## config.mk

```make
export PLATFORM = sky130hd
export DESIGN_NAME = jtag_master
export DESIGN_NICKNAME = d
export VERILOG_FILES = /design/src/rtl/jtag_master.sv
export SDC_FILE = /design/constraint.sdc
export NUM_CORES = 1
export LEC_CHECK = 0
export BUFFER_PORTS_ARGS = -buffer_cell sky130_fd_sc_hd__buf_2
export CORE_UTILIZATION = 25
export CTS_CLUSTER_SIZE = 24
export DETAILED_ROUTE_END_ITERATION = 8
export SYNTH_ARGS = -nofsm -noshare
export SYNTH_HDL_FRONTEND = slang
export SYNTH_SLANG_ARGS = --single-unit
```

## constraint.sdc

```tcl
create_clock -name CLK -period 3.5 [get_ports CLK]
set_input_delay 0.525 -clock CLK [delete_from_list [all_inputs] [get_ports CLK]]
set_output_delay 0.525 -clock CLK [all_outputs]
set_load 0.03 [all_outputs]
```

## src/rtl/jtag_master.sv

```systemverilog
// JTAG master: drives TCK/TMS/TDI to walk a TAP through reset, IR/DR scans and back to Run-Test/Idle.
// Optional macro JTAG_MASTER_TRST_EN adds a driven TRST_OUT pulse during the INIT sequence.
module jtag_master #(
  parameter int CLK_DIV = 2
) (
  input  logic        CLK,
  input  logic        RST,
  input  logic        CMD_VALID,
  output logic        CMD_READY,
  input  logic        CMD_IR,
  input  logic [4:0]  CMD_LEN,
  input  logic [31:0] CMD_DATA,
  output logic        RSP_VALID,
  output logic [31:0] RSP_DATA,
  output logic        TCK,
  output logic        TMS,
  output logic        TDI,
  input  logic        TDO,
  output logic        TRST_OUT
);

  typedef enum logic [2:0] {
    INIT  = 3'd0,
    IDLE  = 3'd1,
    HEAD  = 3'd2,
    SHIFT = 3'd3,
    TAIL  = 3'd4,
    DONE  = 3'd5
  } state_t;

  localparam logic [7:0] DIV_M1 = 8'(CLK_DIV - 1);

  state_t      r_state;
  state_t      w_state_nxt;
  logic [7:0]  r_div;
  logic [5:0]  r_cnt;
  logic        r_ir;
  logic [4:0]  r_len;
  logic [31:0] r_sh;
  logic [31:0] r_cap;
  logic        r_tck;
  logic        r_tms;
  logic        r_tdi;
  logic        r_ready;
  logic        r_rsp_valid;
  logic [31:0] r_rsp_data;
  logic        w_active;
  logic        w_tick;
  logic        w_rise;
  logic        w_fall;
  logic        w_last;

  // TCK edge decode and "last period of this state" flag
  always_comb begin
    w_active = (r_state == INIT) || (r_state == HEAD) || (r_state == SHIFT) || (r_state == TAIL);
    w_tick   = w_active && (r_div == DIV_M1);
    w_rise   = w_tick && !r_tck;
    w_fall   = w_tick && r_tck;
    case (r_state)
      INIT:    w_last = (r_cnt == 6'd5);
      HEAD:    w_last = (r_cnt == (r_ir ? 6'd3 : 6'd2));
      SHIFT:   w_last = (r_cnt == {1'b0, r_len});
      TAIL:    w_last = (r_cnt == 6'd1);
      default: w_last = 1'b0;
    endcase
  end

  // Next-state logic; every phase ends on the falling TCK edge of its last period
  always_comb begin
    w_state_nxt = r_state;
    case (r_state)
      INIT:  if (w_fall && w_last) w_state_nxt = IDLE;  else w_state_nxt = INIT;
      IDLE:  if (CMD_VALID)        w_state_nxt = HEAD;  else w_state_nxt = IDLE;
      HEAD:  if (w_fall && w_last) w_state_nxt = SHIFT; else w_state_nxt = HEAD;
      SHIFT: if (w_fall && w_last) w_state_nxt = TAIL;  else w_state_nxt = SHIFT;
      TAIL:  if (w_fall && w_last) w_state_nxt = DONE;  else w_state_nxt = TAIL;
      DONE:  w_state_nxt = IDLE;
      default: w_state_nxt = INIT;
    endcase
  end

  // State register
  always_ff @(posedge CLK or negedge RST) begin
    if (!RST) r_state <= INIT;
    else      r_state <= w_state_nxt;
  end

  // TCK half-period divider and TCK itself; TCK parks low whenever no period is pending
  always_ff @(posedge CLK or negedge RST) begin
    if (!RST) begin
      r_div <= 8'd0;
      r_tck <= 1'b0;
    end else begin
      if (!w_active || w_tick) r_div <= 8'd0;
      else                     r_div <= r_div + 8'd1;
      if (w_tick)              r_tck <= ~r_tck;
      else if (!w_active)      r_tck <= 1'b0;
      else                     r_tck <= r_tck;
    end
  end

  // Scan datapath: TMS/TDI set up for the next period on each falling edge, TDO captured on rising edges.
  // Leaving INIT or TAIL pre-loads TMS=1, the first HEAD bit, so TMS never moves outside a falling edge.
  always_ff @(posedge CLK or negedge RST) begin
    if (!RST) begin
      r_cnt <= 6'd0;
      r_tms <= 1'b1;
      r_tdi <= 1'b0;
      r_ir  <= 1'b0;
      r_len <= 5'd0;
      r_sh  <= 32'd0;
      r_cap <= 32'd0;
    end else begin
      if (r_state == IDLE && CMD_VALID) begin
        r_ir  <= CMD_IR;
        r_len <= CMD_LEN;
        r_sh  <= CMD_DATA;
        r_cap <= 32'd0;
        r_cnt <= 6'd0;
      end
      if (w_rise && r_state == SHIFT) r_cap[r_cnt[4:0]] <= TDO;
      if (w_fall) begin
        r_cnt <= w_last ? 6'd0 : r_cnt + 6'd1;
        case (r_state)
          INIT: begin
            r_tms <= w_last || (r_cnt < 6'd4);
            r_tdi <= 1'b0;
          end
          HEAD: begin
            r_tms <= w_last ? (r_len == 5'd0) : (r_ir && r_cnt == 6'd0);
            r_tdi <= w_last ? r_sh[0] : 1'b0;
          end
          SHIFT: begin
            r_tms <= w_last || (r_cnt + 6'd1 == {1'b0, r_len});
            r_tdi <= w_last ? 1'b0 : r_sh[1];
            r_sh  <= r_sh >> 1;
          end
          TAIL: begin
            r_tms <= w_last;
            r_tdi <= 1'b0;
          end
          default: begin
            r_tms <= r_tms;
            r_tdi <= r_tdi;
          end
        endcase
      end
    end
  end

  // Handshake outputs, registered to line up with the state they belong to
  always_ff @(posedge CLK or negedge RST) begin
    if (!RST) begin
      r_ready     <= 1'b0;
      r_rsp_valid <= 1'b0;
      r_rsp_data  <= 32'd0;
    end else begin
      r_ready     <= (w_state_nxt == IDLE);
      r_rsp_valid <= (w_state_nxt == DONE);
      if (w_state_nxt == DONE) r_rsp_data <= r_cap;
    end
  end

`ifdef JTAG_MASTER_TRST_EN
  logic r_trst;

  // TRST held low through reset and the five TMS=1 periods of INIT
  always_ff @(posedge CLK or negedge RST) begin
    if (!RST) r_trst <= 1'b0;
    else if (r_state == INIT && w_fall && r_cnt == 6'd4) r_trst <= 1'b1;
    else r_trst <= r_trst;
  end

  assign TRST_OUT = r_trst;
`else
  assign TRST_OUT = 1'b1;
`endif

  assign CMD_READY = r_ready;
  assign RSP_VALID = r_rsp_valid;
  assign RSP_DATA  = r_rsp_data;
  assign TCK       = r_tck;
  assign TMS       = r_tms;
  assign TDI       = r_tdi;

endmodule

```

==> results by group <==
Clock tree
  • Hold-fix buffers at CTS: 0
  • Post_cts resized: 0
  • CTS tree: yes
  • Clock Tree Root: clkbuf_16
  • # Post-CTS Setup Buffers: 0
  • Clk sinks: 124
  • CTS buffer count: 17
  • H-tree Lvls: 4
  • Reg clk slew, reported paths: 0.06 ns
  • Clock Latency Late Sink: 0.42 ns
  • CTS Buffer Depth: 2

GRT
  • Remaining Overflow, GRT: 0
  • Gr usage total: 11.6%
  • Initial antenna violation count: 3
  • First-pass GRT wire length: 22000 um
  • Vias in the first global route: 4102
  • Pin count of the biggest net entering global routing: 72

Yosys
  • Top_reg_cell synth: dfrtp_1
  • Syn Std Cell Area: 0.00601 sq mm
  • Number of enable flip-flop cells after synthesis: 0
  • Asr flop ratio synth: 100%
  • Gate Count Post-Synth: 562
  • Post-synth top area share: 51.2%
  • Post-Synthesis Net Count: 610
  • Post-synthesis cell type count: 55
  • Top cells by area, synth: dfrtp_1, mux2_4, nand2_1
  • Synth Warn #: 0
  • Synthesized flop and latch total: 124
  • Synth area leader: dfrtp_1
  • Sequential area share after synthesis: 51.7%
  • Avg Cell Area, Syn: 10.7 sq um

Placement
  • Area after DPL: 0.00669 sq mm
  • GP Congestion: 0.750
  • HPWL after detailed placement: 8440 um
  • I/O Buffers: 78
  • Placed cell count: 924
  • Pre-CTS setup slack: 0.466 ns

STA
  • Clock skew: 0.0107 ns
  • RSZ-0062 raised after global routing: no
  • Slew headroom: 37.8%
  • Final Cycle Share: 86.5%
  • Slew Viols, Final: 0
  • Final TNS setup: 0 ns
  • Fmax: 0.330 GHz
  • Final setup margin: 0.474 ns
  • # setup viols final: 0
  • Post-route minimum period: 3.03 ns
  • Worst Max-Slew Pin Slew: 0.931 ns
  • Hold Vio Cnt, Final: 0

Worst setup path
  • Worst Setup End Kind: flip-flop
  • WS Path Type: flip-flop to flip-flop
  • Crit path DAT: 3.33 ns
  • CP startpoint kind: flip-flop
  • Worst EP required: 3.81 ns
  • Crit Path Max Fanout: 33

Detailed routing
  • DRC: 0
  • Drt initial violations: 246
  • Routed wire length: 13100 um
  • ANT nets after route: 0
  • Routed WL per cell: 13.7 um
  • DR pass1 iterations: 5
  • Via-to-Cell Ratio: 4.39
  • Via count: 4210

Finish
  • Layout fillers: 2444
  • Post-Layout Cell Count: 958
  • Most frequent cells in the layout: dfrtp_1, nand2_1, buf_2
  • Layout cell share with drive strength beyond 1: 30.9%
  • Fin nets: 672
  • Post-layout util: 31.0%
  • Commonest non-fill, non-tap cell in the layout: dfrtp_1
  • Cell area after layout: 0.00731 sq mm
  • Synth-to-Final Area Change: 21.6%

Power and ir drop
  • Leakage power: 3.36 nW
  • Peak supply drop: 0.000252 V
  • Pwr/cell area: 456 mW/mm^2

Flow run
  • # Max-Cap Violations: 0

Floorplanning
  • Ports: 80
  • Die width: 157 um
  • Full die area: 0.0247 sq mm
  • Die Y: 157 um
  • Core footprint: 0.0235 sq mm
  • Initial core utilization: 25.5%
  • Row count: 56

Status
  • Status: finished, final reports clean

Hold path
  • Min-delay worst type: input port to asynchronous set/reset pin
[synth_stat cells, drive strengths merged, types with 2 or more instances]
library cell and n:
dfrtp 123, nand2 97, o21ai 40, a21oi 35, clkbuf 34, mux2i 34
a31o 33, mux2 33, nor2 22, buf 11, nand3 9, xnor2 8
xor2 8, and2 7, ha 6, inv 6, nor3 6, and3 5
nor3b 5, nor2b 4, nand2b 3, nor4 3, a211o 2, a21o 2
and3b 2, o21a 2, o22ai 2, or2 2, or4 2
[worst paths after layout]
path	from	end	slack [ns]	cells past startpoint
min in group CLK	CMD_IR	r_ir	0.30	3
min	RST	RSP_VALID	0.25	1
max reg2reg	r_div[4]	RSP_DATA[30]	0.47	6
max in group asynchronous	RST	r_len[1]	2.45	2
min reg2reg	r_sh[23]	r_sh[22]	0.47	2
max	r_div[4]	RSP_DATA[30]	0.47	6
[state kept, by name, indices dropped and copies added, names as in the netlist]
| name | flops |
|---|---|
| r_len | 5 |
| r_div | 8 |
| TMS | 1 |
| r_ir | 1 |
| r_cap | 32 |
| CMD_READY | 1 |
| TCK | 1 |
| RSP_VALID | 1 |
| RSP_DATA | 32 |
| r_state | 3 |
| r_sh | 32 |
| r_cnt | 6 |
| TDI | 1 |
[per-layer routing]
| metal | vias to the layer above | part of all wire, % | wire [um] | track usage (%) |
|---|---|---|---|---|
| met5 | - | 0.26 | 34 | 0 |
| met3 | 15 | 6.0 | 789 | 4.05 |
| li1 | 2098 | - | - | - |
| met4 | 4 | 1.2 | 164 | 4.85 |
| met2 | 104 | 43 | 5690 | 16.5 |
| met1 | 1989 | 49 | 6470 | 15.7 |
[critical path: stages, from the launching register on]
cell     delay, ns
dfrtp_1       0.41
or4_4         0.55
nor4b_4       0.39
nand3_2       0.23
nor4_4        0.45
nand2_4       0.43
mux2_4        0.43
[layout make-up]
cell class	count	area (sq um)	share of cell area [%]
flip-flops and latches	124	3100	42.5
multi-input cells	387	2680	36.7
repair buffers	88	480	6.58
clock buffers	18	439	6.01
well taps	319	399	5.46
clock inverters	14	173	2.36
inverters	6	22.5	0.308
diodes	2	5.00	0.0685
[per-stage QoR]
stage               hold slack (ns)  total power, mW
global route                  0.294             3.44
finish                        0.249             3.33
CTS                           0.280             3.37
detailed placement            0.463             1.53
global placement              0.459             1.53
floorplan                     0.229             1.47
[logic make-up after synthesis]
logic type	after synthesis	share of synthesized area [%]
multiplexers	67	13.7
flip-flops	124	51.7
AO/OA/AOI/OAI	126	13.6
other	1	0.0624
adder cells (fa/ha/maj)	6	1.25
buffers and inverters	51	3.81
XOR/XNOR	16	2.33
AND/OR/NAND/NOR	171	13.6
[power by group]
group / total, mW / switching (mW) / internal [mW] / leakage (nW)
clock network: 1.83 / 0.735 / 1.10 / 0.296
logic: 0.0631 / 0.0428 / 0.0203 / 1.53
registers: 1.43 / 0 / 1.43 / 1.54
total: 3.33 / 0.777 / 2.55 / 3.36
Note: power is estimated with default switching activity, not from simulation.
